--- src/rtl/key_shift_register.sv ---
// LED shift/rotate register driven by four debounced pushbuttons.
// Each key press triggers one action; the auto modes step on an internal timer.
module key_shift_register #(
  parameter int               WIDTH           = 8,
  parameter logic [WIDTH-1:0] RESET_PATTERN   = 'h1,
  parameter int               SYNC_STAGES     = 2,
  parameter int               DEBOUNCE_CYCLES = 500000,
  parameter int               AUTO_PERIOD     = 25000000
) (
  input  logic             CLOCK_50,
  input  logic             RESET,
  input  logic [3:0]       KEY,
  output logic [WIDTH-1:0] LEDR,
  output logic [3:0]       LEDG
);

  localparam int DW = $clog2(DEBOUNCE_CYCLES);
  localparam int TW = $clog2(AUTO_PERIOD);
  localparam logic [DW-1:0] DEB_LAST   = DW'(DEBOUNCE_CYCLES - 1);
  localparam logic [TW-1:0] TIMER_LAST = TW'(AUTO_PERIOD - 1);

  typedef enum logic [1:0] {
    MODE_MAN_SHIFT   = 2'b00,
    MODE_MAN_ROTATE  = 2'b01,
    MODE_AUTO_SHIFT  = 2'b10,
    MODE_AUTO_ROTATE = 2'b11
  } mode_e;

  logic [SYNC_STAGES-1:0] sync_q [4];
  logic [DW-1:0]          deb_cnt [4];
  logic [3:0]             key_sync;
  logic [3:0]             key_stable;
  logic [3:0]             key_stable_d;
  logic [3:0]             press;

  mode_e            mode_q, mode_d;
  logic [WIDTH-1:0] r_q, r_d;
  logic             serial_in_q, dir_q;
  logic [TW-1:0]    timer_q, timer_d;
  logic             auto_mode, wrap, step, in_bit;

  always_comb begin
    key_sync = '0;
    for (int k = 0; k < 4; k++) begin
      key_sync[k] = sync_q[k][SYNC_STAGES-1];
    end
  end

  // A key's stable level flips only after the synchronised input has
  // disagreed with it for DEBOUNCE_CYCLES consecutive cycles.
  always_ff @(posedge CLOCK_50) begin
    if (RESET) begin
      for (int k = 0; k < 4; k++) begin
        sync_q[k]  <= '1;
        deb_cnt[k] <= '0;
      end
      key_stable   <= '1;
      key_stable_d <= '1;
    end else begin
      key_stable_d <= key_stable;
      for (int k = 0; k < 4; k++) begin
        sync_q[k] <= {sync_q[k][SYNC_STAGES-2:0], KEY[k]};
        if (key_sync[k] == key_stable[k]) begin
          deb_cnt[k] <= '0;
        end else if (deb_cnt[k] == DEB_LAST) begin
          key_stable[k] <= key_sync[k];
          deb_cnt[k]    <= '0;
        end else begin
          deb_cnt[k] <= deb_cnt[k] + 1'b1;
        end
      end
    end
  end

  // Press strobe: stable level fell (active-low keys); releases are ignored.
  assign press = key_stable_d & ~key_stable;

  always_comb begin
    mode_d = mode_q;
    if (press[3]) begin
      case (mode_q)
        MODE_MAN_SHIFT:   mode_d = MODE_MAN_ROTATE;
        MODE_MAN_ROTATE:  mode_d = MODE_AUTO_SHIFT;
        MODE_AUTO_SHIFT:  mode_d = MODE_AUTO_ROTATE;
        MODE_AUTO_ROTATE: mode_d = MODE_MAN_SHIFT;
        default:          mode_d = MODE_MAN_SHIFT;
      endcase
    end
  end

  // A step always uses the registered mode/dir/serial-in, so simultaneous
  // key pulses take effect only from the following cycle.
  always_comb begin
    auto_mode = mode_q[1];
    wrap      = auto_mode && (timer_q == TIMER_LAST);
    step      = press[1] || wrap;
    in_bit    = mode_q[0] ? (dir_q ? r_q[0] : r_q[WIDTH-1]) : serial_in_q;
    r_d       = r_q;
    if (step) begin
      r_d = dir_q ? {in_bit, r_q[WIDTH-1:1]} : {r_q[WIDTH-2:0], in_bit};
    end
    timer_d = timer_q + 1'b1;
    if (!auto_mode || step || press[3]) begin
      timer_d = '0;
    end
  end

  always_ff @(posedge CLOCK_50) begin
    if (RESET) begin
      mode_q      <= MODE_MAN_SHIFT;
      r_q         <= RESET_PATTERN;
      serial_in_q <= 1'b0;
      dir_q       <= 1'b0;
      timer_q     <= '0;
    end else begin
      mode_q      <= mode_d;
      r_q         <= r_d;
      serial_in_q <= serial_in_q ^ press[0];
      dir_q       <= dir_q ^ press[2];
      timer_q     <= timer_d;
    end
  end

  assign LEDR = r_q;
  assign LEDG = {mode_q, dir_q, serial_in_q};

endmodule

--- config.mk ---
export PLATFORM = sky130hd
export DESIGN_NAME = key_shift_register
export DESIGN_NICKNAME = d
export VERILOG_FILES = /design/src/rtl/key_shift_register.sv
export SDC_FILE = /design/constraint.sdc
export NUM_CORES = 1
export LEC_CHECK = 0
export CORE_MARGIN = 3
export CORE_UTILIZATION = 60
export DETAILED_ROUTE_END_ITERATION = 7
export GPL_TIMING_DRIVEN = 0
export PLACE_DENSITY_LB_ADDON = 0.15
export SETUP_SLACK_MARGIN = 0.1
export SLEW_MARGIN = 25
export SYNTH_ARGS = -nofsm -noshare
export SYNTH_HDL_FRONTEND = slang
export SYNTH_SLANG_ARGS = --single-unit
--- constraint.sdc ---
create_clock -name CLOCK_50 -period 4.92 [get_ports CLOCK_50]
set_input_delay 0.738 -clock CLOCK_50 [delete_from_list [all_inputs] [get_ports CLOCK_50]]
set_output_delay 0.738 -clock CLOCK_50 [all_outputs]
set_load 0.03 [all_outputs]
==> flow_summary.yaml, run 1 <==
clock_network:
  cts_made_buffers: 17
  cts_tree: "yes"
  cts_root_buffer: "clkbuf_8"
  post-cts-setup-buffers: 0
  cts_resized: 0
  clk_latency_ns: 0.53
  h-tree-depth: 4
  clk_pin_slew_ns: 0.06
  cts_hold_repair.buffers: 0
  clock_sinks: 129
  cts_max_path_buffers: 2
min_path:
  hold_start: "sync_q[1][0]"
  hp-class: "reg2reg"
  worstHoldEndpoint: "sync_q[1][1]"
  hold_depth: 1
drt:
  vias_per_cell: 5.557
  vias: 5029
  wire_per_inst_um: 13.62
  drc: 0
  drtIter0Drc: 348
  drt_wl_total_um: 12330
  firstDrtPassIters: 5
  ant_nets: 0
outcome:
  status: "completed"
worst_setup_path:
  r2r_cells: 6
  ff2ff_setup_slack_ns: 2.44
  path_buf_inv: 1
  crit_path_max_incr_delay_ns: 0.61
  cp.arrival_ns: 2.76
  r2r_end: "deb_cnt[1][13]"
  path_max_fanout: 10
  path_class: "reg2reg"
  crit_family: "simple AND/OR/NAND/NOR gates"
  slowest_stage: "or4_1"
  cp-start-kind: "flop"
  rr_startpoint: "deb_cnt[1][0]"
  endpoint_kind: "flop"
  path_cells: "ha_1 > nand3_1 > or4_1 > o211ai_2 > buf_4 > nor2_1"
  crit_required_ns: 5.20
cells_and_area:
  syn_to_final_growth_pct: 18.84
  fin_nets: 769
  diodes: 0
  final_cell_mix: "edfxtp_1, conb_1, nor2_1"
  nFillCells: 760
  fin_util_pct: 74.31
  drive_gt1_share_pct: 8.973
global_routing:
  grt_max_degree: 17
  grt_pass1_vias: 4958
  overflow: 0
  grtUsageTotal_pct: 21.66
  grt_pass1_wl_um: 21900
  antenna_found_initial: 0
die:
  pin_count: 18
  die_x_um: 110.4
  rows: 37
  initial_utilization_pct: 62.53
  core_um2: 10460
  dieArea_um2: 12190
  die_h_um: 110.4
synth:
  ys_ff_latch: 129
  synthFlopType: "edfxtp_1"
  async_flop_share_pct: 0
  netlist_instances: 645
  synth_edf_count: 76
  yosys_warnings: 0
  netlist_area_um2: 6543
  synth_cell_types: 48
  syn_avg_cell_area_um2: 10.14
  seq_area_frac_synth_pct: 51.10
timing:
  finalCritPeriodShare_pct: 50.44
  skew_ns: 0.005085
  fin_crit_ns: 2.482
  rsz0062_at_grt: "no"
  fmax_mhz: 402.9
  slew_viol_final: 0
  tightest_slew_ns: 0.7556
  hold_viol: 0
  fin_setup_tns_ns: 0
  fin_ws_ns: 2.438
  holdWs_ns: 0.4175
  maxSlewHeadroom_pct: 49.16
  setup_viol: 0
power_and_ir_drop:
  finalPower_mw: 2.523
  power_density_nw_per_um2: 324.6
  power.leakage_nw: 2.656
  vdd_drop_max_mv: 0.2986
placed_design:
  place_ws_ns: 1.950
  gp_congestion: 0.8490
  dpl.hpwl_um: 8688
  port-buffer-count: 17
run:
  drv_cap: 0
worst max-delay path by stage:
| stage | from | endpoint | slack (ns) | depth (start not counted) |
|---|---|---|---|---|
| after floorplan | deb_cnt[3][7] | deb_cnt[3][7] | 2.78 | 5 |
| after global placement | RESET | key_stable[1] | 2.06 | 6 |
| after detailed placement | RESET | key_stable[3] | 1.95 | 6 |
| after CTS | serial_in_q | LEDG[0] | 2.42 | 2 |
| after global routing | deb_cnt[1][0] | deb_cnt[1][13] | 2.26 | 6 |
| final | deb_cnt[1][0] | deb_cnt[1][13] | 2.44 | 6 |
report_power, final:
part           switching, mW  total, mW  leakage [nW]  internal, mW
combinational         0.0425     0.0734          1.14        0.0309
clock                  0.461       1.24         0.303         0.783
sequential            0.0321       1.21          1.21          1.17
total                  0.536       2.52          2.66          1.99
cell families (layout without fill, tap and decap cells):
logic type | count (synthesis) | in the layout | synth area share, %
buf+inv | 50 | 99 | 3.404
simple gates | 304 | 304 | 24.57
fa+ha+maj | 7 | 7 | 1.339
mux | 16 | 16 | 2.563
compound gates | 65 | 65 | 7.191
xor+xnor | 73 | 73 | 9.772
other cells | 1 | 76 | 0.05732
flops | 129 | 129 | 51.10
layer usage:
layer	track usage, %	part of all wire (%)
met3	5.151	3.5
met5	0	0
met2	36.61	50
met4	10.51	2.0
met1	25.95	45
per-stage QoR:
step	instances	cell area [um^2]
final	905	7775
after global placement	873	7164
after CTS	905	7775
after global routing	905	7775
after detailed placement	873	7164
after floorplan	720	6824
sequential cells by signal, indices dropped and copies added, names as in the netlist:
register and count:
LEDR 8, deb_cnt 76, dir_q 1, key_stable 4
key_stable_d 4, mode_q 2, serial_in_q 1, sync_q 8
timer_q 25
layout make-up:
cell class              instances  area [um^2]  area share, %
flip-flops and latches        129         3343          43.00
multi-input cells             541         3258          41.91
clock buffers                  23        553.0          7.113
repair buffers                 17        170.2          2.189
well taps                     136        170.2          2.189
plain buffers                  21        113.9          1.464
inverters                      29        108.9          1.400
clock inverters                 9        57.56         0.7403
Yosys cell counts, types with 6 or more instances:
library cell | n | share of area (%)
mux2_2 | 6 | 1.0
or2_2 | 12 | 1.1
o31ai_1 | 11 | 1.3
nand3_1 | 39 | 3.0
clkbuf_1 | 12 | 0.69
xnor2_1 | 50 | 6.7
xor2_1 | 23 | 3.1
nor3_1 | 31 | 2.4
edfxtp_1 | 76 | 35
nor2_1 | 75 | 4.3
nand2_1 | 39 | 2.2
mux2i_1 | 10 | 1.5
nand4_1 | 29 | 2.8
and4_1 | 7 | 0.94
or4_1 | 15 | 1.7
o21ai_0 | 12 | 0.92
dfxtp_1 | 53 | 16
a21oi_1 | 17 | 1.3
or3_1 | 13 | 1.2
nor4_1 | 18 | 1.7
a211oi_1 | 10 | 1.1
and3_1 | 8 | 0.76
ha_1 | 7 | 1.3
inv_1 | 29 | 1.7
Note: power is estimated with default switching activity, not from simulation.
==> inputs of run 2 (changes only) <==
--- a/config.mk
+++ b/config.mk
@@ -6,7 +6,7 @@
 export NUM_CORES = 1
 export LEC_CHECK = 0
 export CORE_MARGIN = 3
-export CORE_UTILIZATION = 60
+export CORE_UTILIZATION = 56
 export DETAILED_ROUTE_END_ITERATION = 7
 export GPL_TIMING_DRIVEN = 0
 export PLACE_DENSITY_LB_ADDON = 0.15
==> constraint.sdc (replaced) <==
create_clock -name CLOCK_50 -period 2.05 [get_ports CLOCK_50]
set_input_delay 0.3075 -clock CLOCK_50 [delete_from_list [all_inputs] [get_ports CLOCK_50]]
set_output_delay 0.3075 -clock CLOCK_50 [all_outputs]
set_load 0.03 [all_outputs]
==> run 2 against run 1 <==
The run now ends with setup timing left. Fmax up 12%. Combinational power increased to 3.4 times the previous value. Hold slack lost 0.0045 ns. Sequential share of layout area fell by 3.3 points. Via count up 5.3%. Clock-buffer cell count up 5. Cell count up 5.3%. Flip-flop and latch count unchanged. Total power increased by 140%. Critical endpoint is now deb_cnt[3][0]. Largest cell class is now multi-input combinational cells. Largest power group unchanged.
==> flow_summary.yaml, run 2 (synthesized netlist as in run 1, its figures left out) <==
outcome:
  status: "finished, violations left"
  violations: "setup timing"
die:
  core_um2: 11130
  dieArea_um2: 13020
  pin_count: 18
  die_h_um: 114.1
  die_x_um: 114.1
  initial_utilization_pct: 58.81
  rows: 38
cells_and_area:
  largest-register: "deb_cnt"
  syn_to_final_growth_pct: 28.76
  reg_top3: "deb_cnt x76, timer_q x25"
  largest_reg_flops: 76
  instances_no_fill: 953
  drive_gt1_share_pct: 20.79
  diodes: 0
  final_cell_mix: "edfxtp_1, conb_1, dfxtp_1"
  fin_nets: 813
clock_network:
  h-tree-depth: 4
  cts_made_buffers: 17
  cts_root_buffer: "clkbuf_16"
  cts_tree: "yes"
  cts_max_path_buffers: 2
  clk_latency_ns: 0.42
  clock_sinks: 129
  cts_hold_repair.buffers: 0
  clk_pin_slew_ns: 0.05
worst_setup_path:
  cp-start-kind: "flop"
  crit_required_ns: 2.22
  ff2ff_setup_slack_ns: -0.16
  r2r_cells: 6
  r2r_end: "deb_cnt[3][0]"
  path_max_fanout: 6
  path_class: "reg2reg"
  cp.arrival_ns: 2.38
  rr_startpoint: "deb_cnt[3][12]"
  endpoint_kind: "flop"
timing:
  rsz0062_at_grt: "yes"
  setup_viol: 36
  finalCritPeriodShare_pct: 107.8
  fmax_mhz: 452.5
  fin_crit_ns: 2.210
  slew_viol_final: 0
  maxSlewHeadroom_pct: 60.49
  hold_viol: 0
  skew_ns: 0.008075
  tightest_slew_ns: 0.5873
  fin_ws_ns: -0.1599
min_path:
  hold_depth: 1
  hold_start: "sync_q[3][0]"
  worstHoldEndpoint: "sync_q[3][1]"
  hp-class: "reg2reg"
global_routing:
  grt_pass1_vias: 4941
  grtUsageTotal_pct: 21.99
  grt_pass1_wl_um: 22790
  antenna_found_initial: 0
  grt_max_degree: 17
  overflow: 0
drt:
  m1WireLength_um: 6236
  firstDrtPassIters: 6
  drt_wl_total_um: 14190
  top_layer: "met4"
  wire_per_inst_um: 14.89
  vias: 5297
  ant_nets: 0
  wl_met3_um: 727
  drc: 0
  drtIter0Drc: 421
  met2_wirelength_um: 7050
  vias_per_cell: 5.558
placed_design:
  place_ws_ns: -0.4715
  dpl.hpwl_um: 8876
  gp_congestion: 0.8193
  place_inst: 877
  port-buffer-count: 17
run:
  drv_cap: 0
power_and_ir_drop:
  vdd_drop_max_mv: 1.179
  power_density_nw_per_um2: 727.6
  power.leakage_nw: 2.962
==> run 2: report_power, final <==
part | leakage (nW) | total [mW] | internal, mW | switching [mW]
clock network | 0.295 | 2.99 | 1.94 | 1.05
logic | 1.45 | 0.248 | 0.112 | 0.137
registers | 1.21 | 2.89 | 2.82 | 0.0757
total | 2.96 | 6.13 | 4.86 | 1.26
==> run 2: routing by layer <==
metal	track usage [%]	vias up
met5	0	-
met1	27.61	2527
met2	36.03	131
li1	-	2622
met3	6.712	17
met4	7.918	0
==> run 2: worst max path at each step <==
stage	startpoint	end	slack (ns)	cells past startpoint
global placement	RESET	deb_cnt[3][8]	-0.45	7
global route	deb_cnt[3][12]	deb_cnt[3][0]	-0.22	6
detailed placement	RESET	deb_cnt[3][10]	-0.47	7
CTS	deb_cnt[3][12]	deb_cnt[3][18]	-0.16	6
floorplan	deb_cnt[3][7]	deb_cnt[3][7]	-0.09	5
finish	deb_cnt[3][12]	deb_cnt[3][0]	-0.16	6
==> run 2: cell type report <==
cell class,count,area [um^2]
inverters,29,108.9
flip-flops and latches,129,3346
multi-input cells,541,3515
clock inverters,4,45.04
well taps,140,175.2
plain buffers,20,131.4
fillers,749,2701
repair buffers,62,554.3
clock buffers,28,549.3
==> run 2: metrics by stage <==
step           instance area [um^2]  hold slack, ns  power [mW]  setup TNS [ns]  util, %
6_report                       8424          0.4131       6.130          -4.434    75.72
5_1_grt                        8424          0.4299       6.307          -6.408    75.72
4_1_cts                        8084          0.4147       6.111          -4.438    72.66
3_5_place_dp                   7201          0.3996       3.119          -23.41    64.72
3_3_place_gp                   7201          0.3922       3.109          -21.78    64.72
2_1_floorplan                  6855          0.3895       3.064          -1.348        -
==> run 2: timing repair <==
action,in CTS,in global routing
setup endpoints to repair,96,110
resized for setup,32,69
pin swaps,11,16
setup buffers,23,20
gates cloned,3,0
==> run 2: critical path: stages (launching register included) <==
cell	delay (ns)
edfxtp_1	0.37
buf_6	0.13
or4_1	0.46
or4_4	0.46
o211ai_4	0.30
buf_6	0.20
nor2_2	0.04
==> inputs of run 3 (changes only) <==
--- a/config.mk
+++ b/config.mk
@@ -6,7 +6,8 @@
 export NUM_CORES = 1
 export LEC_CHECK = 0
 export CORE_MARGIN = 3
-export CORE_UTILIZATION = 56
+export CORE_UTILIZATION = 45
+export CTS_CLUSTER_DIAMETER = 30
 export DETAILED_ROUTE_END_ITERATION = 7
 export GPL_TIMING_DRIVEN = 0
 export PLACE_DENSITY_LB_ADDON = 0.15
==> constraint.sdc (replaced) <==
create_clock -name CLOCK_50 -period 2.7 [get_ports CLOCK_50]
set_input_delay 0.405 -clock CLOCK_50 [delete_from_list [all_inputs] [get_ports CLOCK_50]]
set_output_delay 0.405 -clock CLOCK_50 [all_outputs]
set_load 0.03 [all_outputs]
==> run 3 against run 2 <==
Critical path depth unchanged. Total power decreased by 24%. Critical endpoint is now deb_cnt[1][8]. Non-clock buffer count decreased by 44. Via count decreased by 5.9%. First-iteration DRC count increased by 2.6%. Worst setup slack improved by 0.45 ns. The flow now finishes without violations.
==> flow_summary.yaml, run 3 (synthesized netlist as in run 1, its figures left out) <==
clock_network:
  h-tree-depth: 4
  cts_hold_repair.buffers: 0
  clock_sinks: 129
  cts_resized: 0
  cts_made_buffers: 17
  cts_root_buffer: "clkbuf_16"
  clk_latency_ns: 0.42
  cts_max_path_buffers: 2
  clk_pin_slew_ns: 0.06
  cts_tree: "yes"
  post-cts-setup-buffers: 0
global_routing:
  antenna_found_initial: 0
  grt_pass1_vias: 4694
  overflow: 0
  grtUsageTotal_pct: 16.81
  grt_max_degree: 17
  grt_pass1_wl_um: 21800
worst_setup_path:
  r2r_cells: 6
  crit_start: "deb_cnt[1][0]"
  r2r_end: "deb_cnt[1][8]"
  cp.arrival_ns: 2.57
  ff2ff_setup_slack_ns: 0.29
  endpoint_kind: "flop"
  cp-start-kind: "flop"
  crit_required_ns: 2.86
  slowest_stage: "or4_1"
  path_class: "reg2reg"
  path_max_fanout: 10
  path_cells: "ha_1 > nand3_1 > or4_1 > o211ai_4 > buf_4 > nor2_1"
  crit_path_max_incr_delay_ns: 0.64
  rr_startpoint: "deb_cnt[1][0]"
power_and_ir_drop:
  power_density_nw_per_um2: 591.5
  power.leakage_nw: 2.654
  finalPower_mw: 4.634
  intPower_mw: 3.670
  vdd_drop_max_mv: 0.4417
  switching_share_pct: 20.81
  p_comb_share_pct: 2.9
  pwr-share-seq_pct: 47.4
  pwr-share-clk_pct: 49.7
  switching_power_mw: 0.9643
die:
  rows: 43
  die_h_um: 126.6
  core_um2: 14040
  die_x_um: 126.6
  pin_count: 18
  dieArea_um2: 16020
  initial_utilization_pct: 46.59
drt:
  vias: 4986
  wire_per_inst_um: 13.38
  drt_wl_total_um: 12700
  drtIter0Drc: 432
  drc: 0
  ant_nets: 0
  firstDrtPassIters: 5
  vias_per_cell: 5.254
cells_and_area:
  finish.instance_area_um2: 7834
  nFillCells: 1235
  instances_no_fill: 949
  largest_reg_flops: 76
  largest-register: "deb_cnt"
  final_cell_mix: "edfxtp_1, conb_1, nor2_1"
  diodes: 0
  syn_to_final_growth_pct: 19.74
  drive_gt1_share_pct: 8.713
  reg_top3: "deb_cnt x76, timer_q x25"
  fin_nets: 769
timing:
  fin_crit_ns: 2.410
  finalCritPeriodShare_pct: 89.24
  rsz0062_at_grt: "no"
  skew_ns: 0.01223
  tightest_slew_ns: 0.6388
  fmax_mhz: 415.0
  hold_viol: 0
  maxSlewHeadroom_pct: 57.41
  setup_viol: 0
  slew_viol_final: 0
  fin_setup_tns_ns: 0
min_path:
  hold_depth: 1
  worstHoldEndpoint: "sync_q[2][1]"
  hold_start: "sync_q[2][0]"
  hp-class: "reg2reg"
placed_design:
  dpl.hpwl_um: 8986
  dpl_cell_area_um2: 7219
  place_inst: 917
  port-buffer-count: 17
  gp_congestion: 0.8771
run:
  drv_cap: 0
outcome:
  status: "completed"
run 3: per-stage QoR:
stage | worst slack, ns | util [%] | hold WS, ns
CTS | 0.1920 | 55.72 | 0.4075
floorplan | 0.5567 | - | 0.3895
global route | 0.1518 | 55.79 | 0.4144
finish | 0.2904 | 55.79 | 0.4046
detailed placement | 0.05479 | 51.41 | 0.3973
global placement | 0.08384 | 51.41 | 0.3963
run 3: routing by layer:
layer / share of wire [%] / track usage, %
met1: 47 / 21.94
met2: 48 / 26.28
met3: 4.0 / 4.968
met4: 1.4 / 6.814
met5: 0 / 0
run 3: critical path, delay by kind of cell, from the launching register on:
family	cells	cell delay (ns)
simple gates	3	0.98
flops	1	0.39
compound gates	1	0.36
buf+inv	1	0.24
fa+ha+maj	1	0.19
run 3: final cells by class:
type	instances	area (um^2)	area share, %
tap	180	225.2	2.875
timing repair buffer	17	170.2	2.172
sequential	129	3343	42.68
clock inverter	8	70.07	0.8944
multi-input combinational	541	3267	41.70
inverter	29	108.9	1.390
clock buffer	24	535.5	6.836
buffer	21	113.9	1.453
run 3: power by group through the flow:
stage / logic (mW) / clock network (mW) / registers, mW
after floorplan: 0.104 / 0 / 2.22
after global placement: 0.127 / 0 / 2.23
after detailed placement: 0.129 / 0 / 2.24
after CTS: 0.131 / 2.36 / 2.20
after global routing: 0.154 / 2.45 / 2.21
final: 0.133 / 2.30 / 2.20
run 3: how the worst max path moves through the flow:
stage,end,slack [ns],cells after the start
2_1_floorplan,deb_cnt[3][7],0.56,5
3_5_place_dp,key_stable[2],0.05,6
3_3_place_gp,key_stable[1],0.08,6
6_report,deb_cnt[1][8],0.29,6
5_1_grt,deb_cnt[1][11],0.15,6
4_1_cts,deb_cnt[1][8],0.19,6
